[src/rtl/bank_access_seq_pkg.sv]
// Shared types and constants for the register-bank access sequencer.
package bank_access_seq_pkg;

    // Default operand and register-index widths
    localparam int unsigned DATA_W = 32;
    localparam int unsigned ADDR_W = 5;

    // Register 0 reads as zero and is never tracked or written
    localparam int unsigned ZERO_REG = 0;

    // Sequencer FSM: accept, read/stall, hand off downstream
    typedef enum logic [1:0] {
        StIdle = 2'd0,
        StRead = 2'd1,
        StHold = 2'd2
    } seq_state_e;

endpackage

[src/rtl/bank_access_seq_if.sv]
// Bundle of the request, operand, write-back and bank-port signals of the sequencer.
interface bank_access_seq_if #(
    parameter int unsigned DATA_W = 32,
    parameter int unsigned ADDR_W = 5
);

    // Decode-side request
    logic              req_valid;
    logic              req_ready;
    logic [ADDR_W-1:0] req_rs;
    logic [ADDR_W-1:0] req_rt;
    logic [ADDR_W-1:0] req_rd;
    logic              req_we;

    // Execute-side operands
    logic              op_valid;
    logic              op_ready;
    logic [DATA_W-1:0] op_a;
    logic [DATA_W-1:0] op_b;
    logic [ADDR_W-1:0] op_rd;
    logic              op_we;

    // Write-back stream (always accepted)
    logic              wb_valid;
    logic [ADDR_W-1:0] wb_dir;
    logic [DATA_W-1:0] wb_data;

    // Register bank port group
    logic              Rw;
    logic [ADDR_W-1:0] Rd1;
    logic [ADDR_W-1:0] Rd2;
    logic [ADDR_W-1:0] Dir;
    logic [DATA_W-1:0] DIn;
    logic [DATA_W-1:0] L1;
    logic [DATA_W-1:0] L2;

    // Sequencer side
    modport master (
        input  req_valid, req_rs, req_rt, req_rd, req_we,
        output req_ready,
        output op_valid, op_a, op_b, op_rd, op_we,
        input  op_ready,
        input  wb_valid, wb_dir, wb_data,
        output Rw, Rd1, Rd2, Dir, DIn,
        input  L1, L2
    );

    // Environment side: decode, execute, write-back source and the bank itself
    modport slave (
        output req_valid, req_rs, req_rt, req_rd, req_we,
        input  req_ready,
        input  op_valid, op_a, op_b, op_rd, op_we,
        output op_ready,
        output wb_valid, wb_dir, wb_data,
        input  Rw, Rd1, Rd2, Dir, DIn,
        output L1, L2
    );

endinterface

[src/rtl/bank_access_seq_scoreboard.sv]
// Pending-write scoreboard: one bit per register, set on issue, cleared on write-back.
module bank_access_seq_scoreboard #(
    parameter int unsigned ADDR_W = 5
) (
    input  logic              clk_i,
    input  logic              rst_i,
    input  logic              set_en_i,
    input  logic [ADDR_W-1:0] set_idx_i,
    input  logic              clr_en_i,
    input  logic [ADDR_W-1:0] clr_idx_i,
    input  logic [ADDR_W-1:0] rd_idx_a_i,
    input  logic [ADDR_W-1:0] rd_idx_b_i,
    input  logic [ADDR_W-1:0] rd_idx_c_i,
    output logic              pend_a_o,
    output logic              pend_b_o,
    output logic              pend_c_o
);

    localparam int unsigned NumRegs = 1 << ADDR_W;

    logic [NumRegs-1:0] pending_q, pending_d;
    logic [NumRegs-1:0] set_mask, clr_mask;

    // Next pending vector: clear first, then set so a coincident set wins
    always_comb begin
        set_mask = '0;
        clr_mask = '0;
        if (set_en_i) set_mask[set_idx_i] = 1'b1;
        if (clr_en_i) clr_mask[clr_idx_i] = 1'b1;
        pending_d    = (pending_q & ~clr_mask) | set_mask;
        pending_d[0] = 1'b0;
    end

    // Pending vector register, cleared by reset
    always_ff @(posedge clk_i) begin
        if (rst_i) pending_q <= '0;
        else       pending_q <= pending_d;
    end

    assign pend_a_o = pending_q[rd_idx_a_i];
    assign pend_b_o = pending_q[rd_idx_b_i];
    assign pend_c_o = pending_q[rd_idx_c_i];

endmodule

[src/rtl/bank_access_seq.sv]
// Operand-fetch / write-back sequencer in front of the register bank.
module bank_access_seq
    import bank_access_seq_pkg::*;
#(
    parameter int unsigned DATA_W = bank_access_seq_pkg::DATA_W,
    parameter int unsigned ADDR_W = bank_access_seq_pkg::ADDR_W
) (
    input logic               clk,
    input logic               rst,
    bank_access_seq_if.master bus
);

    localparam logic [ADDR_W-1:0] RegZero = ADDR_W'(ZERO_REG);

    seq_state_e state_q, state_d;

    logic [ADDR_W-1:0] rs_q, rt_q, rd_q;
    logic              we_q;
    logic [DATA_W-1:0] op_a_q, op_b_q;
    logic [DATA_W-1:0] op_a_sel, op_b_sel;

    logic pend_rs, pend_rt, pend_rd;
    logic bypass_rs, bypass_rt;
    logic blocked;
    logic accept, capture, set_en;

    // Bypass: a write-back landing this cycle supplies the operand directly
    assign bypass_rs = bus.wb_valid && (bus.wb_dir == rs_q) && (rs_q != RegZero);
    assign bypass_rt = bus.wb_valid && (bus.wb_dir == rt_q) && (rt_q != RegZero);

    // WAW hazards are not bypassed: wait until the older write has retired
    assign blocked = (pend_rs && !bypass_rs) || (pend_rt && !bypass_rt) ||
                     (we_q && (rd_q != RegZero) && pend_rd);

    assign accept = bus.req_valid && bus.req_ready;

    // State register
    always_ff @(posedge clk) begin
        if (rst) state_q <= StIdle;
        else     state_q <= state_d;
    end

    // Next-state logic
    always_comb begin
        state_d = state_q;
        unique case (state_q)
            StIdle:  if (bus.req_valid) state_d = StRead;
            StRead:  if (!blocked)      state_d = StHold;
            StHold:  if (bus.op_ready)  state_d = StIdle;
            default: state_d = StIdle;
        endcase
    end

    // FSM outputs and control strobes
    always_comb begin
        bus.req_ready = 1'b0;
        bus.op_valid  = 1'b0;
        capture       = 1'b0;
        set_en        = 1'b0;
        unique case (state_q)
            StIdle:  bus.req_ready = !rst;
            StRead:  capture = !blocked;
            StHold: begin
                bus.op_valid = 1'b1;
                set_en       = bus.op_ready && we_q && (rd_q != RegZero);
            end
            default: ;
        endcase
    end

    // Request latch; also feeds the bank read indices between requests
    always_ff @(posedge clk) begin
        if (rst) begin
            rs_q <= '0;
            rt_q <= '0;
            rd_q <= '0;
            we_q <= 1'b0;
        end else if (accept) begin
            rs_q <= bus.req_rs;
            rt_q <= bus.req_rt;
            rd_q <= bus.req_rd;
            we_q <= bus.req_we;
        end
    end

    // Operand source select: zero register, bypass, or bank read
    always_comb begin
        if (rs_q == RegZero) op_a_sel = '0;
        else if (bypass_rs)  op_a_sel = bus.wb_data;
        else                 op_a_sel = bus.L1;
        if (rt_q == RegZero) op_b_sel = '0;
        else if (bypass_rt)  op_b_sel = bus.wb_data;
        else                 op_b_sel = bus.L2;
    end

    // Operand registers, loaded only on the READ->HOLD transition
    always_ff @(posedge clk) begin
        if (rst) begin
            op_a_q <= '0;
            op_b_q <= '0;
        end else if (capture) begin
            op_a_q <= op_a_sel;
            op_b_q <= op_b_sel;
        end
    end

    bank_access_seq_scoreboard #(
        .ADDR_W (ADDR_W)
    ) u_scoreboard (
        .clk_i      (clk),
        .rst_i      (rst),
        .set_en_i   (set_en),
        .set_idx_i  (rd_q),
        .clr_en_i   (bus.wb_valid),
        .clr_idx_i  (bus.wb_dir),
        .rd_idx_a_i (rs_q),
        .rd_idx_b_i (rt_q),
        .rd_idx_c_i (rd_q),
        .pend_a_o   (pend_rs),
        .pend_b_o   (pend_rt),
        .pend_c_o   (pend_rd)
    );

    assign bus.op_a = op_a_q;
    assign bus.op_b = op_b_q;
    assign bus.op_rd = rd_q;
    assign bus.op_we = we_q;

    assign bus.Rd1 = rs_q;
    assign bus.Rd2 = rt_q;

    // Write-back passes straight through to the bank; register 0 is never written
    assign bus.Rw  = bus.wb_valid && (bus.wb_dir != RegZero);
    assign bus.Dir = bus.wb_dir;
    assign bus.DIn = bus.wb_data;

endmodule

[src/flat_wrapper.sv]
// flat-port wrapper written by rule: the top's interface ports become plain ports
module bank_access_seq_flat import bank_access_seq_pkg::*;
#(
    parameter int unsigned DATA_W = bank_access_seq_pkg::DATA_W,
    parameter int unsigned ADDR_W = bank_access_seq_pkg::ADDR_W
)
  (clk, rst, bus_req_valid, bus_req_rs, bus_req_rt, bus_req_rd, bus_req_we, bus_req_ready, bus_op_valid, bus_op_a, bus_op_b, bus_op_rd, bus_op_we, bus_op_ready, bus_wb_valid, bus_wb_dir, bus_wb_data, bus_Rw, bus_Rd1, bus_Rd2, bus_Dir, bus_DIn, bus_L1, bus_L2);
  bank_access_seq_if #(.DATA_W(DATA_W), .ADDR_W(ADDR_W)) bus_i ();
  input logic clk;
  input logic rst;
  input wire logic [$bits(bus_i.req_valid)-1:0] bus_req_valid;
  input wire logic [$bits(bus_i.req_rs)-1:0] bus_req_rs;
  input wire logic [$bits(bus_i.req_rt)-1:0] bus_req_rt;
  input wire logic [$bits(bus_i.req_rd)-1:0] bus_req_rd;
  input wire logic [$bits(bus_i.req_we)-1:0] bus_req_we;
  output wire logic [$bits(bus_i.req_ready)-1:0] bus_req_ready;
  output wire logic [$bits(bus_i.op_valid)-1:0] bus_op_valid;
  output wire logic [$bits(bus_i.op_a)-1:0] bus_op_a;
  output wire logic [$bits(bus_i.op_b)-1:0] bus_op_b;
  output wire logic [$bits(bus_i.op_rd)-1:0] bus_op_rd;
  output wire logic [$bits(bus_i.op_we)-1:0] bus_op_we;
  input wire logic [$bits(bus_i.op_ready)-1:0] bus_op_ready;
  input wire logic [$bits(bus_i.wb_valid)-1:0] bus_wb_valid;
  input wire logic [$bits(bus_i.wb_dir)-1:0] bus_wb_dir;
  input wire logic [$bits(bus_i.wb_data)-1:0] bus_wb_data;
  output wire logic [$bits(bus_i.Rw)-1:0] bus_Rw;
  output wire logic [$bits(bus_i.Rd1)-1:0] bus_Rd1;
  output wire logic [$bits(bus_i.Rd2)-1:0] bus_Rd2;
  output wire logic [$bits(bus_i.Dir)-1:0] bus_Dir;
  output wire logic [$bits(bus_i.DIn)-1:0] bus_DIn;
  input wire logic [$bits(bus_i.L1)-1:0] bus_L1;
  input wire logic [$bits(bus_i.L2)-1:0] bus_L2;
  assign bus_i.req_valid = bus_req_valid;
  assign bus_i.req_rs = bus_req_rs;
  assign bus_i.req_rt = bus_req_rt;
  assign bus_i.req_rd = bus_req_rd;
  assign bus_i.req_we = bus_req_we;
  assign bus_req_ready = bus_i.req_ready;
  assign bus_op_valid = bus_i.op_valid;
  assign bus_op_a = bus_i.op_a;
  assign bus_op_b = bus_i.op_b;
  assign bus_op_rd = bus_i.op_rd;
  assign bus_op_we = bus_i.op_we;
  assign bus_i.op_ready = bus_op_ready;
  assign bus_i.wb_valid = bus_wb_valid;
  assign bus_i.wb_dir = bus_wb_dir;
  assign bus_i.wb_data = bus_wb_data;
  assign bus_Rw = bus_i.Rw;
  assign bus_Rd1 = bus_i.Rd1;
  assign bus_Rd2 = bus_i.Rd2;
  assign bus_Dir = bus_i.Dir;
  assign bus_DIn = bus_i.DIn;
  assign bus_i.L1 = bus_L1;
  assign bus_i.L2 = bus_L2;
  bank_access_seq #(.DATA_W(DATA_W), .ADDR_W(ADDR_W)) u_core (.clk(clk), .rst(rst), .bus(bus_i));
endmodule
[config.mk]
export PLATFORM = sky130hd
export DESIGN_NAME = bank_access_seq_flat
export DESIGN_NICKNAME = d
export VERILOG_FILES = /design/src/rtl/bank_access_seq_pkg.sv /design/src/rtl/bank_access_seq_if.sv /design/src/rtl/bank_access_seq_scoreboard.sv /design/src/rtl/bank_access_seq.sv /design/src/flat_wrapper.sv
export SDC_FILE = /design/constraint.sdc
export NUM_CORES = 1
export LEC_CHECK = 0
export ABC_AREA = 1
export CAP_MARGIN = 0
export CORE_ASPECT_RATIO = 1.75
export CORE_UTILIZATION = 42
export DETAILED_ROUTE_END_ITERATION = 8
export GPL_TIMING_DRIVEN = 0
export PLACE_DENSITY = 0.78
export SLEW_MARGIN = 10
export SYNTH_ARGS = -nofsm -noshare
export SYNTH_HDL_FRONTEND = slang
export SYNTH_SLANG_ARGS = --single-unit
[constraint.sdc]
create_clock -name clk -period 1.9 [get_ports clk]
set_input_delay 0.57 -clock clk [delete_from_list [all_inputs] [get_ports clk]]
set_output_delay 0.57 -clock clk [all_outputs]
set_load 0.01 [all_outputs]
# Word level (Yosys, flattened, before mapping)
# Cells that the tools add are included.
op_classes:
  magnitude_cmp: 6
  eq_ne: 7
  mux: 24
  bitwise_logic: 3
  reduce_logical: 28
ops:
  columns: ["cell", "count"]
  rows:
  - ["two-way mux 32 bit", 6]
  - ["AND 32 bit", 1]
  - ["inverter 32 bit", 1]
  - ["bitwise OR 32 bit", 1]
  - ["< comparator 5 x 6 -> 1 bit (second input constant)", 4]
  - ["nonzero test 5 bit", 4]
  - ["binary-select mux 1 bit (select 5 bit)", 3]
  - ["logical AND 1 bit", 14]
  - ["demux 1 bit (select 5 bit)", 2]
  - ["equality test 5 bit", 2]
  - [">= comparator 5 x 1 -> 1 bit (second input constant)", 2]
  - ["logical NOT 5 bit", 2]
  - ["two-way mux 1 bit", 9]
  - ["two-way mux 2 bit", 3]
  - ["!= test 2 bit (second input constant)", 3]
  - ["case mux 2 bit (3 select lines)", 1]
  - ["logical NOT 1 bit", 4]
  - ["AND reduction 3 bit", 1]
  - ["equality test 2 x 1 -> 1 bit (second input constant)", 1]
  - ["equality test 2 bit (second input constant)", 1]
  - ["logical NOT 2 bit", 1]
  - ["logical OR 1 bit", 2]
word_totals:
  regBits: 114
  input_bits: 122
  output_inout_bits: 120
  elab_cells: 77

# Logic depth before layout (Yosys ltp)
logic_depth:
  depth_word: 9
  ltp_mapped: 17
  ltp_nobuf: 14

# Cells and area by module
# Synthesis repeated with hierarchy kept, for this count alone.
unflattened:
  hier_cells: 1259
  hier_area_um2: 7367.1
by_module_without_submodules:
  columns: ["mod", "n_inst", "cells_each", "area_each_um2", "seq_area_each_um2"]
  rows:
  - ["bank_access_seq", 1, 866, 5037.3, 1641.6]
  - ["bank_access_seq_scoreboard", 1, 393, 2329.7, 620.6]

# Least setup slack after synthesis
# No wires, ideal clock.
synth_path:
  path_type: "input to register"
  startpoint: "input bus_wb_dir[4]"
  endpoint: "register u_core.op_b_q[23] (netlist: u_core.bus.op_b[23])"
  setup_time_ns: 0.113
  t_arrival_ns: 1.942
  required_time_ns: 1.787
  slack_ns: -0.155
  path_stages: 12
  n_path_buf: 3
  path_cell_list: "clkbuf_1 > inv_1 > nand2_1 > nand4_1 > nor3_1 > nand3_1 > nand3_1 > nand4_1 > buf_4 > buf_4 > nor2_1 > nor2_1"
synth_via:
  elab_chain_len: 9
  elab_cells_between_ends: 16
  classes_between: "eq/ne: 2; mux: 3; reduce/logical: 11"
synth_rtl:
  columns: ["element", "line_no", "text"]
  rows:
  - ["start: declaration", "flat_wrapper.sv:24", "input wire logic [$bits(bus_i.wb_dir)-1:0] bus_wb_dir;"]
  - ["equality test 5 bit, on equally long branches", "bank_access_seq.sv:28, bank_access_seq.sv:29", null]
  - ["logical AND 1 bit, on equally long branches (2 in a row)", "bank_access_seq.sv:28, bank_access_seq.sv:29", null]
  - ["logical NOT 1 bit", "bank_access_seq.sv:32", "assign blocked = (pend_rs && !bypass_rs) || (pend_rt && !bypass_rt) ||"]
  - ["logical AND 1 bit", "bank_access_seq.sv:32", null]
  - ["logical OR 1 bit (2 in a row)", "bank_access_seq.sv:32", null]
  - ["logical NOT 1 bit", null, null]
  - ["two-way mux 1 bit", "bank_access_seq.sv:60", "unique case (state_q)"]
  - ["end signal: assignment", "bank_access_seq.sv:103", "op_b_q <= op_b_sel;"]
  - ["end: declaration", "bank_access_seq.sv:19", "logic [DATA_W-1:0] op_a_q, op_b_q;"]
# Parallel ways exist; a longest one is shown, timed or not.
# A chain may end at the register's enable or synchronous reset.

# Worst setup path in the final report
layout_path:
  startpoint: "register u_core.rt_q[2] (netlist: u_core.bus.Rd2[2])"
  endpoint: "register u_core.op_b_q[3] (netlist: u_core.bus.op_b[3])"
layout_via:
  elab_chain_len: 9
  elab_cells_between_ends: 15
  classes_between: "eq/ne: 1; mux: 5; reduce/logical: 9"
layout_rtl:
  columns: ["element", "line_no", "text"]
  rows:
  - ["start: declaration", "bank_access_seq.sv:17", "logic [ADDR_W-1:0] rs_q, rt_q, rd_q;"]
  - ["start signal: assignment", "bank_access_seq.sv:80", "rt_q <= bus.req_rt;"]
  - ["parallel branches: the longest is 9 deep, another holds binary-select mux 1 bit (select 5 bit)", null, null]
# Parallel ways; which one is timed is not known. The select of a mux whose other input is x is not followed.

==> results.txt <==
share of layout cells above drive strength 1: 23.22%
CTS tree: done
Residual DRC: 0
Final Skew: 12.01 ps
ranking of synthesized cells by area: dfxtp_1 32%, nand2_1 20%, inv_1 9.5%
critical path depth: 13
Synth area leader: dfxtp_1
most frequent cells after synthesis: 385 x nand2_1, 179 x inv_1, 138 x nor2_1, 134 x o21ai_0, 113 x dfxtp_1
GPL Wtd Cong: 1.031
DR vias: 9479
Clock Path Buffers: 2
ys async rst share: 0%
Detailed Routing Iterations Pass 1: 5
Max H-tree Level: 4
Mapped Area: 7081 sq um
final hold vios: 0
critical path class: reg -> reg
drt via density: 5.367
failing checks: negative setup slack
Area Overhead vs Synth: 69.18%
worst-margin pin slew: 701.3 ps
Synth Area per Inst: 5.771 sq um
CP Launch Type: flop
post-synth cell types: 23
crit path max fanout: 7
Compound-Gate Fraction of Synth Area: 14.00%
slew margin rel.: 53.25%
Core Box Area: 16450 sq um
clock latency on the worst-skew pair: 430 ps
initial antenna violation count: 0
mux cell area share after synthesis: 0%
r2r startpoint: u_core.bus.Rd2[2]
Worst Path Buf+Inv: 4
xor and xnor area share after synthesis: 0.3711%
placed cell areas: 9806 sq um
post-cts hold buffer count: 0
syn_nets: 1349
VDD IR max: 0.5043 mV
chip height: 173.8 um
Nets: 1651
Post-synth EDFFs: 0
root buffer cell: clkbuf_16
post-synthesis sequential area ratio: 31.95%
Mapped Cells: 1227
Primary FF master, synth: dfxtp_1
Post-Route WL: 33.67 mm
Critical Path AT: 2620 ps
Post-Synth Simple-Gate Area: 34.64%
synth warn: 0
Starting Density: 43.05%
slowest cell delay on critical path: 420 ps
clock sink count: 113
most common cell in the netlist: nand2_1
Setup WS post-layout: -382.2 ps
crit path to: u_core.bus.op_b[3]
CP Cell Sequence: inv_4, nand2_1, nand2_1, nor4_4, nand2_2, nand3_2, nand4_1, buf_6, buf_12, buf_8, nand2_2, nand2_1, nor2_1
vias in the first global route: 9272
Critical Path Most Common Cell: nand2_1
Setup WS pre-CTS: -1060 ps
Synth Area in Adders: 0%
critical path's top delay family: simple AND/OR/NAND/NOR gates
crit end category: flop
largest family of logic cells by synthesized area: simple AND/OR/NAND/NOR gates
status: complete, but fails checks
antenna-violating nets left: 0
post-layout min period: 2282 ps
antenna diode count: 0
Power, Total: 10140 uW
CP max stage cell: dfxtp_4
Pwr Density: 846.3 nW/um^2
Critical Path RT: 2240 ps
synthesized flop and latch total: 113
HP Class: reg -> reg
FP Rows: 62
Initial DRC Count: 574
FILL cells: 1281
leak pwr: 0.006658 uW
Slew Limit Fails: 0
Setup-failing EPs final: 65
worst-case reg-to-reg path depth: 13
Die W: 100.2 um
Tot GR Track Use: 36.27%
Synth top area share: 31.95%
average wire per standard cell: 19.07 um
first-pass GRT wire length: 47.66 mm
RSZ-0062 raised after global routing: yes
final instance area: 11980 sq um
final worst-path cycle share: 120.1%
f_max: 438.2 MHz
Buffers on Ports: 237
# IOs: 242
Num CTS Buffers: 17
Congestion Overflow GR: 0
DP Wirelength: 22.49 mm
die area: 17400 sq um
Hold Crit Depth: 4
RR Endpoint: u_core.bus.op_b[3]
Max Cap Viol: 0
register clock-pin slew on the reported worst setup and hold paths: 60 ps
reg2reg setup slack: -380 ps
pin count of the biggest net entering global routing: 17
origin of the worst setup path: u_core.bus.Rd2[2]
kinds of logic (layout without fill, tap and decap cells):
group                     Yosys count  count (layout)
and+or+nand+nor                   617             618
DFF                               113             113
AOI/OAI and AO/OA                 197             197
xor gates and xnor gates            3               3
buffers and inverters             297             611
per-stage QoR:
step	hold WS (ps)	std cells	utilization [%]	setup TNS (ps)
floorplan	479.6	1227	-	-1843
global placement	492.5	1688	59.62	-93740
detailed placement	501.8	1688	59.62	-93150
CTS	514.6	1758	68.74	-8213
global route	527.2	1766	72.84	-23240
finish	521.4	1766	72.84	-19140
final cells by class:
| class | count | area, sq um | share of cell area (%) |
|---|---|---|---|
| timing repair buffer | 283 | 3005 | 25.09 |
| sequential | 113 | 2295 | 19.16 |
| multi-input combinational | 818 | 4121 | 34.41 |
| tap | 224 | 280.3 | 2.340 |
| clock inverter | 13 | 210.2 | 1.755 |
| buffer | 100 | 848.3 | 7.082 |
| clock buffer | 19 | 442.9 | 3.698 |
| inverter | 196 | 775.7 | 6.476 |
state kept, by name, summed over array words and instances (netlist names):
register                       count
u_core.bus.op_a                   32
u_core.bus.op_b                   32
u_core.u_scoreboard.pending_q     31
u_core.bus.Rd1                     5
u_core.bus.Rd2                     5
u_core.bus.op_rd                   5
u_core.state_q                     2
u_core.bus.op_we                   1
power by group:
part	switching [uW]	internal, uW
logic	2050	1670
clock network	1250	2360
registers	182	2620
worst register-to-register path: stages, from the launching register on:
cell	delay [ps]
dfxtp_4	420
inv_4	80
nand2_1	60
nand2_1	100
nor4_4	380
nand2_2	130
nand3_2	90
nand4_1	180
buf_6	190
buf_12	140
buf_8	130
nand2_2	50
nand2_1	60
nor2_1	190
timing repair:
item | 4_1_cts | 5_1_grt
endpoints found under the setup margin | 166 | 143
setup buffers | 29 | 2
resized for setup | 345 | 174
gates cloned | 9 | 8
pin swaps | 29 | 31
how the worst min path moves through the flow:
stage	start	endpoint	slack [ps]
after global routing	u_core.u_scoreboard.pending_q[17]	u_core.u_scoreboard.pending_q[17]	530
final	u_core.bus.op_a[16]	u_core.bus.op_a[16]	520
after floorplan	u_core.u_scoreboard.pending_q[2]	u_core.u_scoreboard.pending_q[2]	480
after CTS	u_core.bus.op_b[1]	u_core.bus.op_b[1]	510
after global placement	u_core.bus.op_we	u_core.bus.op_we	490
after detailed placement	u_core.u_scoreboard.pending_q[22]	u_core.u_scoreboard.pending_q[22]	500
per-layer routing:
| metal | global-route usage [%] | share of wire (%) | vias to the layer above |
|---|---|---|---|
| met3 | 9.879 | 8.4 | 214 |
| li1 | - | - | 4343 |
| met1 | 32.57 | 30 | 4375 |
| met2 | 67.04 | 52 | 547 |
| met4 | 26.99 | 9.0 | 0 |
| met5 | 0 | 0 | - |
placed cells by master, fill, tap and decap left out, types with 15 or more instances in the layout:
cell | synthesis | final
nand2_1 | 385 | 309
inv_1 | 179 | 172
o21ai_0 | 134 | 113
nor2_1 | 138 | 101
dfxtp_1 | 113 | 101
clkdlybuf4s50_1 | 0 | 92
dlygate4sd2_1 | 0 | 79
buf_4 | 44 | 66
nand3_1 | 74 | 64
nand2_2 | 0 | 62
a21oi_1 | 48 | 47
dlymetal6s2s_1 | 0 | 42
o21ai_1 | 12 | 29
clkbuf_16 | 0 | 26
nor2_2 | 0 | 25
buf_6 | 6 | 20
clkdlybuf4s15_2 | 0 | 16
clkbuf_1 | 27 | 15
Note: power is estimated with default switching activity, not from simulation.
